--- src/rtl/uart_pkg.sv ---
// uart_pkg: shared feeder FSM states and default FIFO geometry
package uart_pkg;
  localparam int DEPTH_DEF = 16;
  localparam int AW_DEF = 4;
  typedef enum logic [1:0] {IDLE, LAUNCH, BUSY} feed_state_e;
endpackage

--- src/rtl/sync_fifo.sv ---
// sync_fifo: byte FIFO with occupancy count and registered full/empty flags
module sync_fifo #(
  parameter int DEPTH = 16,
  parameter int AW = 4
) (
  input  logic          clk,
  input  logic          rst_n,
  input  logic          push_i,
  input  logic          pop_i,
  input  logic [7:0]    din_i,
  output logic [7:0]    dout_o,
  output logic          full_o,
  output logic          empty_o,
  output logic [AW:0]   count_o
);
  logic [7:0] mem_q [DEPTH];
  logic [AW-1:0] wptr_q, rptr_q;
  logic [AW:0] count_q, count_d;
  logic full_q, empty_q, do_push, do_pop;
  assign do_push = push_i && !full_q;
  assign do_pop = pop_i && !empty_q;
  assign count_d = count_q + (AW+1)'(do_push) - (AW+1)'(do_pop);
  assign dout_o = mem_q[rptr_q];
  assign full_o = full_q;
  assign empty_o = empty_q;
  assign count_o = count_q;
  // storage array needs no reset; only accepted pushes write it
  always_ff @(posedge clk) begin
    if (do_push) mem_q[wptr_q] <= din_i;
  end
  // pointers wrap naturally; flags are registered from the next count
  always_ff @(posedge clk or negedge rst_n) begin
    if (!rst_n) begin
      wptr_q <= '0;
      rptr_q <= '0;
      count_q <= '0;
      full_q <= 1'b0;
      empty_q <= 1'b1;
    end else begin
      wptr_q <= do_push ? wptr_q + AW'(1) : wptr_q;
      rptr_q <= do_pop ? rptr_q + AW'(1) : rptr_q;
      count_q <= count_d;
      full_q <= count_d == (AW+1)'(DEPTH);
      empty_q <= count_d == '0;
    end
  end
endmodule

--- src/rtl/uart_tx_fifo.sv ---
// uart_tx_fifo: byte FIFO feeding a UART serializer; UART_TX_FIFO_STATUS_EN enables overflow/level
module uart_tx_fifo
  import uart_pkg::*;
#(
  parameter int DEPTH = DEPTH_DEF,
  parameter int AW = AW_DEF
) (
  input  logic          clk,
  input  logic          rst_n,
  input  logic [7:0]    wr_data,
  input  logic          wr_en,
  output logic          full,
  output logic          empty,
  output logic [7:0]    tx_data,
  output logic          tx_start,
  input  logic          tx_ready,
  output logic          overflow,
  output logic [AW:0]   level
);
  feed_state_e state_q, state_d;
  logic [7:0] tx_data_q, tx_data_d, head;
  logic tx_start_q, tx_start_d, first_q, first_d, pop, full_w, empty_w;
  logic [AW:0] count_w;
  sync_fifo #(.DEPTH(DEPTH), .AW(AW)) u_fifo (
    .clk(clk),
    .rst_n(rst_n),
    .push_i(wr_en),
    .pop_i(pop),
    .din_i(wr_data),
    .dout_o(head),
    .full_o(full_w),
    .empty_o(empty_w),
    .count_o(count_w)
  );
  assign full = full_w;
  assign empty = empty_w;
  assign tx_data = tx_data_q;
  assign tx_start = tx_start_q;
  // feeder: pop on ready, pulse start for one cycle, then wait out the frame
  always_comb begin
    state_d = state_q;
    tx_data_d = tx_data_q;
    tx_start_d = 1'b0;
    first_d = 1'b0;
    pop = 1'b0;
    case (state_q)
      IDLE: if (!empty_w && tx_ready) begin
        pop = 1'b1;
        tx_data_d = head;
        tx_start_d = 1'b1;
        state_d = LAUNCH;
      end
      LAUNCH: begin
        state_d = BUSY;
        first_d = 1'b1;
      end
      BUSY: state_d = (!first_q && tx_ready) ? IDLE : BUSY;
      default: state_d = IDLE;
    endcase
  end
  // feeder state and launch registers; first_q masks ready in the first BUSY cycle
  always_ff @(posedge clk or negedge rst_n) begin
    if (!rst_n) begin
      state_q <= IDLE;
      tx_data_q <= 8'h00;
      tx_start_q <= 1'b0;
      first_q <= 1'b0;
    end else begin
      state_q <= state_d;
      tx_data_q <= tx_data_d;
      tx_start_q <= tx_start_d;
      first_q <= first_d;
    end
  end
`ifdef UART_TX_FIFO_STATUS_EN
  logic overflow_q;
  // sticky flag for any write refused because the FIFO was full
  always_ff @(posedge clk or negedge rst_n) begin
    if (!rst_n) overflow_q <= 1'b0;
    else if (wr_en && full_w) overflow_q <= 1'b1;
  end
  assign overflow = overflow_q;
  assign level = count_w;
`else
  logic unused_count;
  assign unused_count = ^count_w;
  assign overflow = 1'b0;
  assign level = '0;
`endif
endmodule

--- config.mk ---
export PLATFORM = sky130hd
export DESIGN_NAME = uart_tx_fifo
export DESIGN_NICKNAME = d
export VERILOG_FILES = /design/src/rtl/uart_pkg.sv /design/src/rtl/sync_fifo.sv /design/src/rtl/uart_tx_fifo.sv
export SDC_FILE = /design/constraint.sdc
export NUM_CORES = 1
export LEC_CHECK = 0
export CAP_MARGIN = 40
export CORE_MARGIN = 2
export CORE_UTILIZATION = 59
export DETAILED_ROUTE_END_ITERATION = 12
export HOLD_SLACK_MARGIN = 0.15
export PLACE_DENSITY = 0.81
export SYNTH_ARGS = -nofsm -noshare
export SYNTH_HDL_FRONTEND = slang
export SYNTH_SLANG_ARGS = --single-unit
--- constraint.sdc ---
create_clock -name clk -period 4.01 [get_ports clk]
set_input_delay 1.203 -clock clk [delete_from_list [all_inputs] [get_ports clk]]
set_output_delay 1.203 -clock clk [all_outputs]
set_load 0.05 [all_outputs]
# Word-level counts from Yosys, hierarchy flattened
# Memory sizes are Yosys's and may differ from the RTL's. A register that Yosys moved wholly into a read port is not among the register bits.
# Index checks and enable logic that the tools add are counted.
[totals]
register_bits = 19
out_inout_bits = 17
inputBits = 12
n_memories = 1
latchBits = 0
ram_bits = 128
romBits = 0
[mem_list]
columns = ["name", "words", "width", "rd", "rd_clocked_by_memory_dff", "write_ports", "line", "rtl"]
rows = [
  ["u_fifo.mem_q", 16, 8, 1, 1, 1, "sync_fifo.sv:16", "logic [7:0] mem_q [DEPTH];"],
]
[op_classes]
n_mul = 0
n_eq_ne = 4
mux = 8
n_reduce_logical = 11
n_bitwise = 0
magnitude_cmp = 0
div = 0
shifts = 0
n_addsub = 4
[ops]
columns = ["op", "count"]
rows = [
  ["$add 4x1->4 const B", 2],
  ["$pmux 2 s3", 1],
  ["$add 5x1->5", 1],
  ["$eq 5x5->1 const B", 1],
  ["$logic_not 5->1", 1],
  ["$mux 1", 5],
  ["$sub 5x1->5", 1],
  ["$logic_and 1x1->1", 4],
  ["$logic_not 1->1", 4],
  ["$mux 2", 2],
  ["$eq 2x1->1 const B", 1],
  ["$eq 2x2->1 const B", 1],
  ["$logic_not 2->1", 1],
  ["$ne 2x2->1 const B", 1],
  ["$reduce_and 2->1", 1],
]

# Logic depth before layout (Yosys ltp)
# Gate-level depths: netlist (run 1).
[logic_depth]
word_depth = 7
ltp_mapped = 11
mapped_depth_nobuf = 11

# Modules after synthesis
# From an unflattened synthesis (run 1), not the netlist that was laid out.
[hier_totals]
cells_unflattened = 325
hier_area_um2 = 6279.8
[modules_own_cells]
columns = ["mod", "seq_area_each_um2", "n_inst", "cells_each", "area_each_um2"]
rows = [
  ["sync_fifo", 4220.3, 1, 292, 5780.5],
  ["uart_tx_fifo", 300.3, 1, 33, 499.2],
]

# Worst setup path after synthesis (run 1)
# Ideal clock, no wire load.
[synth_path]
path_kind = "input -> register"
startpoint = "in tx_ready"
endpoint = "reg u_fifo.full_q (netlist: u_fifo.full_o)"
t_required_ps = 3909
slack_ps = 617
stages = 11
path_buffers = 0
arrival_ps = 3292
setup_ps = 101
path_cell_list = "or4b_1 inv_1 ha_1 inv_1 ha_1 inv_1 fa_1 nor2b_1 o21ai_0 and3_1 nor4_1"
[synth_between]
elab_chain_len = 6
[synth_lines]
columns = ["item", "line", "rtl"]
rows = [
  ["start: declaration", "uart_tx_fifo.sv:16", "input logic tx_ready,"],
  ["$logic_and 1x1->1", "uart_tx_fifo.sv:47", "IDLE: if (!empty_w && tx_ready) begin"],
  ["$mux 1", "uart_tx_fifo.sv:47", ""],
  ["$mux 1", "uart_tx_fifo.sv:46", "case (state_q)"],
  ["$logic_and 1x1->1", "sync_fifo.sv:21", "assign do_pop = pop_i && !empty_q;"],
  ["named net u_fifo.do_pop", "sync_fifo.sv:19", "logic full_q, empty_q, do_push, do_pop;"],
  ["$sub 5x1->5", "sync_fifo.sv:22", "assign count_d = count_q + (AW+1)'(do_push) - (AW+1)'(do_pop);"],
  ["$eq 5x5->1", "sync_fifo.sv:43", "full_q <= count_d == (AW+1)'(DEPTH);"],
  ["end signal: assignment", "sync_fifo.sv:43", ""],
  ["end: declaration", "sync_fifo.sv:19", ""],
]
# The timed path passes the listed nets, and every way through them passes these cells.
# A chain may end at the register's enable or synchronous reset.

# Worst setup path in the final report (run 1)
# Ends and elaborated chain as after synthesis.

==> results of run 1 <==
final timing paths:
path                                     endpoint  slack [ns]  cells past startpoint
min in group asynchronous       u_fifo.count_o[1]        1.07                      2
max in group asynchronous          u_fifo.empty_o        2.63                      2
worst min-delay path                      first_q        0.48                      1
worst min register to register            first_q        0.48                      1
worst max-delay path                u_fifo.full_o        0.46                     12
worst max register to register      u_fifo.full_o        1.14                     11
final cells by class:
type	count	area [um^2]
Sequential cell	155	4520
Timing Repair Buffer	46	413
Tap cell	136	170
Inverter	16	60.1
Clock inverter	8	51.3
Multi-Input combinational cell	141	1560
Fill cell	621	3020
Clock buffer	24	524
power by group:
part,switching [mW],total [mW],internal [mW]
Combinational,0.844,1.60,0.758
Clock,0.604,1.51,0.907
Sequential,0.226,2.23,2.01
cells by family after synthesis:
kind of cell | count (synthesis)
DFF | 155
and+or+nand+nor | 50
muxes | 47
buffers and inverters | 39
AOI/OAI and AO/OA | 18
adders and majority gates | 11
xor gates and xnor gates | 9
other | 1
worst max-delay path: cells and delay by family:
kind,cells,cell delay (ns)
buf+inv,4,0.69
compound gates,1,0.16
fa+ha+maj,3,0.77
simple gates,4,1.14
cell usage in the layout (no fill, tap or decap), drive strengths merged, types with 3 or more instances in the layout:
| cell | netlist | layout |
|---|---|---|
| dfrtp | 26 | 26 |
| clkbuf | 7 | 24 |
| ha | 10 | 10 |
| o21ai | 5 | 5 |
| nor3 | 11 | 11 |
| mux4 | 32 | 32 |
| nand2 | 10 | 10 |
| mux2 | 8 | 8 |
| conb | 1 | 6 |
| mux2i | 7 | 7 |
| xnor2 | 8 | 8 |
| clkinv | 0 | 4 |
| a221o | 7 | 7 |
| clkdlybuf4s50 | 0 | 22 |
| nor2b | 3 | 3 |
| nor2 | 15 | 15 |
| edfxtp | 128 | 128 |
| buf | 16 | 24 |
| inv | 16 | 20 |
registers in the layout (all words and copies together), names as in the netlist:
signal and flops:
state_q 2, first_q 1, u_fifo.wptr_q 4, u_fifo.count_o 5, tx_start 1, u_fifo.full_o 1, u_fifo.rptr_q 4, u_fifo.empty_o 1
u_fifo.mem_q 128, tx_data 8
metal layers:
metal,up-vias,routed length (um),global-route usage
met4,0,131,0.0779
li1,1385,-,-
met5,-,0,0
met1,1611,4870,0.299
met2,109,5940,0.371
met3,15,738,0.0602
==> metrics.md, run 1 <==
| Metric | Value |
|---|---|
| Run status | `finished, final reports clean` |
| Final worst setup slack | `about 0.46 ns` |
| Final instance area | `7300 um^2` |
| Final Hold Slack | `between 0.4 and 0.5 ns` |
| Final Wtd Congestion | `around 0.76` |
| Avg Vias per Cell | `5.93` |
| Setup TNS Final | `0 ns` |
| Die height | `107 um` |
| First-pass detailed-route iteration total | `4` |
| Routed Wire Length | `11.7 mm` |
| Post-synth top area share | `0.613` |
| Number of I/O pins | `29` |
| Cell occurring most often along the worst timing path | `sky130_fd_sc_hd__inv_1` |
| Library cell used as clock root buffer | `sky130_fd_sc_hd__clkbuf_8` |
| Xor/xnor cell area share of the yosys netlist | `0.0126` |
| CP startpoint | `tx_ready` |
| Crit Path Category | `in2reg` |
| Asr flop ratio synth | `0.174` |
| Mean post-synth cell area | `~19 um^2` |
| Number of vias after detailed routing | `3120` |
| Library cell occupying the most area in the post-synthesis netlist | `sky130_fd_sc_hd__edfxtp_1` |
| Count of different cell masters after synthesis | `39` |
| Compound-Gate Fraction of Synth Area | `0.0216` |
| Total inserted antenna cells | `0` |
| Final Cycle Share | `0.884` |
| Dominant combinational cell family by area after synthesis | `multiplexers` |
| Type of destination of the critical path | `flip-flop` |
| Netlist Area Pre-Place | `6270 um^2` |
| Area share of fa/ha/maj cells after synthesis | `0.0232` |
| Post-route DRC | `0` |
| Count of endpoints failing setup in the final report | `0` |
| Clock transition at the registers of the reported paths | `~0.060 ns` |
| Final non-filler cell total | `526` |
| Area after detailed placement | `slightly below 7000 um^2` |
| Number of rows in the core area | `37` |
| Hold-fix buffer count after cts | `0` |
| Yosys reg bits | `155` |
| Global router's overall resource usage | `0.227` |
| Max IR drop VDD | `482 uV` |
| Largest cells by area after synthesis | `sky130_fd_sc_hd__edfxtp_1 (61%), sky130_fd_sc_hd__dfrtp_1 (10%), sky130_fd_sc_hd__mux4_1 (6.3%)` |
| Number of synthesized flops with an enable pin | `128` |
| Fmax achieved | `around 280 MHz` |
| Type of origin of the critical path | `input port` |
| Power Dens Cells | `732 nW/um^2` |
| Via count of the first global-routing pass | `3191` |
| YS warnings | `0` |
| Die extent in x | `107 um` |
| TritonCTS buffer count | `17` |
| Worst path cell trace | `clkdlybuf4s50_1 > or4b_1 > inv_1 > ha_1 > inv_1 > ha_1 > inv_1 > fa_1 > nor2b_1 > o21ai_0 > and3_1 > nor4_1` |
| Sequential area share after synthesis | `0.721` |
| Worst hold start | `state_q[1]` |
| Mux share of post-synthesis cell area | `0.150` |
| Number of buffers inserted to repair setup after CTS | `0` |
| Number of routed nets with antenna violations | `0` |
| End-of-flow core utilization | `0.707` |
| Fin. Hold Viols | `0` |
| Critical path data required time | `4.42 ns` |
| Quantity of I/O buffers inserted on ports | `22` |
| Routed length per instance | `roughly 22 um` |
| Number of placed cells counting well taps | `494` |
| Clock tree from TritonCTS | `yes` |
| Layout Area Growth over Synthesis | `16.5%` |
| Shortest clock period the worst path allows after layout | `3.55 ns` |
| Delay of the slowest cell on the worst path | `between 0.4 and 0.5 ns` |
| Worst-margin pin slew | `between 0.7 and 0.8 ns` |
| Number of levels the H-tree was split into | `4` |
| Wire length of the first global-routing pass | `18.2 mm` |
| Worst-path cell with the longest stage delay | `sky130_fd_sc_hd__clkdlybuf4s50_1` |
| Final Max Slew Viols | `0` |
| Die Footprint | `11500 um^2` |
| Initial Util | `0.607` |
| Count of mapped cells out of synthesis | `330` |
| Antenna violations before repair | `0` |
| Final HPWL from detailed placement | `7.18 mm` |
| Clock insertion delay at the later pin of the skew report | `0.52 ns` |
| Predominant post-synthesis flop cell | `sky130_fd_sc_hd__edfxtp_1` |
| Maximum fanout along the worst path | `4` |
| Fraction of final layout cells with drive strength greater than 1 | `0.208` |
| Largest net degree at the start of global routing | `28` |
| Maximum count of clock buffers along a single path | `2` |
| Basic-gate share of the synthesized area counting and, or, nand and nor cells | `0.0385` |
| Most numerous cell types in the synthesized netlist | `sky130_fd_sc_hd__edfxtp_1 (128), sky130_fd_sc_hd__dfrtp_1 (26), sky130_fd_sc_hd__mux4_2 (17)` |
| Rel. slew slack | `0.469` |
| Setup skew after layout | `around 0.0096 ns` |
| Data arrival time at the worst-slack endpoint | `3.96 ns` |
| Placement Setup Slack | `-0.0379 ns` |
| Number of sinks on the clock net | `between 150 and 200` |
| Final Total Pwr | `5.34 mW` |
| Dominant cell by count in the synthesized netlist | `sky130_fd_sc_hd__edfxtp_1` |
| Detailed router's first-iteration violation count | `191` |
| Worst min-delay path category | `reg2reg` |
| Reg-to-Reg Start | `state_q[1]` |
| Unrepaired setup endpoints after global routing | `false` |
| Cts repair resizes | `0` |
| Total of max-cap violations | `0` |
| Leakage component of the power | `2.64 nW` |
| Standard cell core area | `10300 um^2` |
| Total congestion overflow after global routing | `0` |
| Count of nets after finishing | `400` |
No activity file was read; power rests on OpenSTA's default activity.
==> run 2: changes to the inputs <==
==> constraint.sdc (replaced) <==
create_clock -name clk -period 4.6 [get_ports clk]
set_input_delay 1.38 -clock clk [delete_from_list [all_inputs] [get_ports clk]]
set_output_delay 1.38 -clock clk [all_outputs]
set_load 0.05 [all_outputs]
==> metrics.md, run 2 (synthesis results as in run 1) <==
| Metric | Value |
|---|---|
| Number of vias after detailed routing | `3094 (was 3120)` |
| Clock tree from TritonCTS | `yes (unchanged)` |
| Setup TNS Final | `0 ns (unchanged)` |
| WHS Path Cells | `1 (unchanged)` |
| Initial Util | `0.607 (unchanged)` |
| Area after detailed placement | `6660 um^2 (was 6730 um^2)` |
| Final HPWL from detailed placement | `7.16 mm (was 7.18 mm)` |
| Die height | `107 um (unchanged)` |
| Count of buffering cells on the critical path with inverters included | `4 (unchanged)` |
| Commonest cells after routing, fill and taps aside | `sky130_fd_sc_hd__edfxtp_1 (128), sky130_fd_sc_hd__dfrtp_1 (25), sky130_fd_sc_hd__clkdlybuf4s50_1 (22) (was sky130_fd_sc_hd__edfxtp_1 (128), sky130_fd_sc_hd__dfrtp_1 (25), sky130_fd_sc_hd__buf_4 (23))` |
| First-pass detailed-route iteration total | `4 (unchanged)` |
| Hold-fix buffer count after cts | `0 (unchanged)` |
| Final Cycle Share | `0.810` |
| Count of nets after finishing | `392 (was 400)` |
| Largest net degree at the start of global routing | `27 (was 28)` |
| Run status | `finished, final reports clean (unchanged)` |
| Library cell used as clock root buffer | `sky130_fd_sc_hd__clkbuf_8 (unchanged)` |
| Fraction of final layout cells with drive strength greater than 1 | `0.194 (was 0.208)` |
| Worst-margin pin slew | `0.882 ns (was 0.796 ns)` |
| Top reg by flops | `u_fifo.mem_q (unchanged)` |
| Delay of the slowest cell on the worst path | `0.49 ns (was 0.48 ns)` |
| Total inserted antenna cells | `0 (unchanged)` |
| Number of levels the H-tree was split into | `4 (unchanged)` |
| Sequential cell area in the final layout | `4520 um^2 (unchanged)` |
| Number of I/O pins | `29 (unchanged)` |
| Fin. Hold Viols | `0 (unchanged)` |
| Cts repair resizes | `0 (unchanged)` |
| Setup slack on the worst flop-to-flop path | `1.73 ns (was 1.14 ns)` |
| Type of destination of the critical path | `flip-flop (unchanged)` |
| Global routing met1 resource utilization | `0.304 (was 0.299)` |
| Flip-flop count of the largest register after layout | `128 (unchanged)` |
| Maximum fanout along the worst path | `5 (was 4)` |
| Crit Path Category | `in2reg (unchanged)` |
| Power Dens Cells | `640 nW/um^2 (was 732 nW/um^2)` |
| Standard cell core area | `10300 um^2 (unchanged)` |
| Leakage component of the power | `2.58 nW (was 2.64 nW)` |
| Type of origin of the critical path | `input port (unchanged)` |
| TritonCTS buffer count | `17 (unchanged)` |
| Total of max-cap violations | `0 (unchanged)` |
| Quantity of I/O buffers inserted on ports | `22 (unchanged)` |
| Routed length per instance | `23.1 um (was 22.2 um)` |
| Number of rows in the core area | `37 (unchanged)` |
| Final Wtd Congestion | `0.765 (was 0.759)` |
| Commonest non-fill, non-tap cell in the layout | `sky130_fd_sc_hd__edfxtp_1 (unchanged)` |
| Layout Area Growth over Synthesis | `15.1% (was 16.5%)` |
| Die extent in x | `107 um (unchanged)` |
| Global routing met3 resource utilization | `0.0474 (was 0.0602)` |
| Detailed router's first-iteration violation count | `323 (was 191)` |
| Unrepaired setup endpoints after global routing | `false (unchanged)` |
| Worst-case reg-to-reg path depth | `10 (was 11)` |
| Maximum count of clock buffers along a single path | `2 (unchanged)` |
| Final instance area | `7220 um^2 (was 7300 um^2)` |
| Worst-path cell with the longest stage delay | `sky130_fd_sc_hd__clkdlybuf4s50_1 (unchanged)` |
| Shortest clock period the worst path allows after layout | `between 3 and 4 ns` |
| Worst min-delay path category | `reg2reg (unchanged)` |
| End of the critical path | `u_fifo.empty_o (was u_fifo.full_o)` |
| Area taken by multi-input logic gates | `1560 um^2 (unchanged)` |
| Number of routed nets with antenna violations | `0 (unchanged)` |
| Data arrival time at the worst-slack endpoint | `4.15 ns (was 3.96 ns)` |
| GRT met2 Usage | `0.376 (was 0.371)` |
| Wire length of the first global-routing pass | `18.6 mm (was 18.2 mm)` |
| Critical path data required time | `5.02 ns (was 4.42 ns)` |
| Total congestion overflow after global routing | `0 (unchanged)` |
| Rel. slew slack | `0.410 (was 0.469)` |
| CP startpoint | `tx_ready (unchanged)` |
| Antenna violations before repair | `0 (unchanged)` |
| Reg2Reg Capture Point | `u_fifo.empty_o (was u_fifo.full_o)` |
| Reg-to-Reg Start | `state_q[1] (unchanged)` |
| Post-route DRC | `0 (unchanged)` |
| Filler cell count | `609 (was 621)` |
| Largest delay contributor family on the critical path | `simple AND/OR/NAND/NOR gates (unchanged)` |
| Clock insertion delay at the later pin of the skew report | `0.52 ns (about the same)` |
| Number of buffers inserted to repair setup after CTS | `0 (unchanged)` |
| Routed Wire Length | `11.9 mm (was 11.7 mm)` |
| Crit path depth | `11 (was 12)` |
| Global router's overall resource usage | `0.231 (was 0.227)` |
| Cell occurring most often along the worst timing path | `sky130_fd_sc_hd__inv_1 (unchanged)` |
| Avg Vias per Cell | `5.97 (was 5.93)` |
| Routing layer with the top usage in global route | `met2 (unchanged)` |
| Count of endpoints failing setup in the final report | `0 (unchanged)` |
| Final Max Slew Viols | `0 (unchanged)` |
| Worst path cell trace | `clkdlybuf4s50_1 > or4b_1 > inv_1 > ha_1 > inv_1 > ha_1 > inv_1 > fa_1 > xnor2_1 > or3_1 > nor4_1 (was clkdlybuf4s50_1 > or4b_1 > inv_1 > ha_1 > inv_1 > ha_1 > inv_1 > fa_1 > nor2b_1 > o21ai_0 > and3_1 > nor4_1)` |
| Die Footprint | `11500 um^2 (unchanged)` |
| Max IR drop VDD | `468 uV (was 482 uV)` |
| Clock transition at the registers of the reported paths | `0.06 ns (about the same)` |
| Fmax achieved | `between 200 and 300 MHz` |
| Via count of the first global-routing pass | `3178 (was 3191)` |
| Setup skew after layout | `0.00881 ns (was 0.00957 ns)` |
| Number of sinks on the clock net | `155 (unchanged)` |
## run 2: cell types whose count changed in the layout (fill, tap and decap cells not counted), sizes merged
cell      before  now
buf           24   16
clkbuf        24   17
clkinv         4    6
clkinvlp       0    2
inv           20   22
bufinv         0    1
## run 2: how the worst min path moves through the flow
stage	startpoint	endpoint	slack [ns]
final	state_q[1]	first_q	0.48
after global routing	state_q[1]	first_q	0.48
after detailed placement	state_q[1]	first_q	0.47
after global placement	state_q[1]	first_q	0.45
after floorplan	state_q[1]	first_q	0.43
after CTS	state_q[1]	first_q	0.48
## run 2: cell type report
type | instances | share of cell area
clock buffer | 17 | 0.0574
clock inverter | 15 | 0.0189
inverter | 16 | 0.00832
multi-input combinational | 141 | 0.216
sequential | 155 | 0.627
tap | 136 | 0.0236
timing repair buffer | 38 | 0.0489
## run 2: per-layer routing
layer | vias up | part of all wire
li1 | 1369 | -
met1 | 1630 | 0.43
met2 | 79 | 0.52
met3 | 16 | 0.031
met4 | 0 | 0.018
met5 | - | 0
## run 2: where the power goes
part,internal [mW],total (mW),switching (mW)
clock network,0.726,1.29,0.569
logic,0.644,1.41,0.765
registers,1.75,1.91,0.163
## run 2: stage by stage
| stage | setup slack (ns) | total power, mW | util | hold slack (ns) | std cells |
|---|---|---|---|---|---|
| finish | 0.872 | 4.62 | 0.699 | 0.479 | 518 |
| global route | 0.627 | 4.83 | 0.699 | 0.480 | 518 |
| CTS | 0.869 | 4.64 | 0.698 | 0.477 | 517 |
| detailed placement | 0.329 | 3.33 | 0.645 | 0.470 | 485 |
| global placement | 0.433 | 3.24 | 0.641 | 0.455 | 481 |
| floorplan | 1.03 | 2.96 | - | 0.432 | 335 |
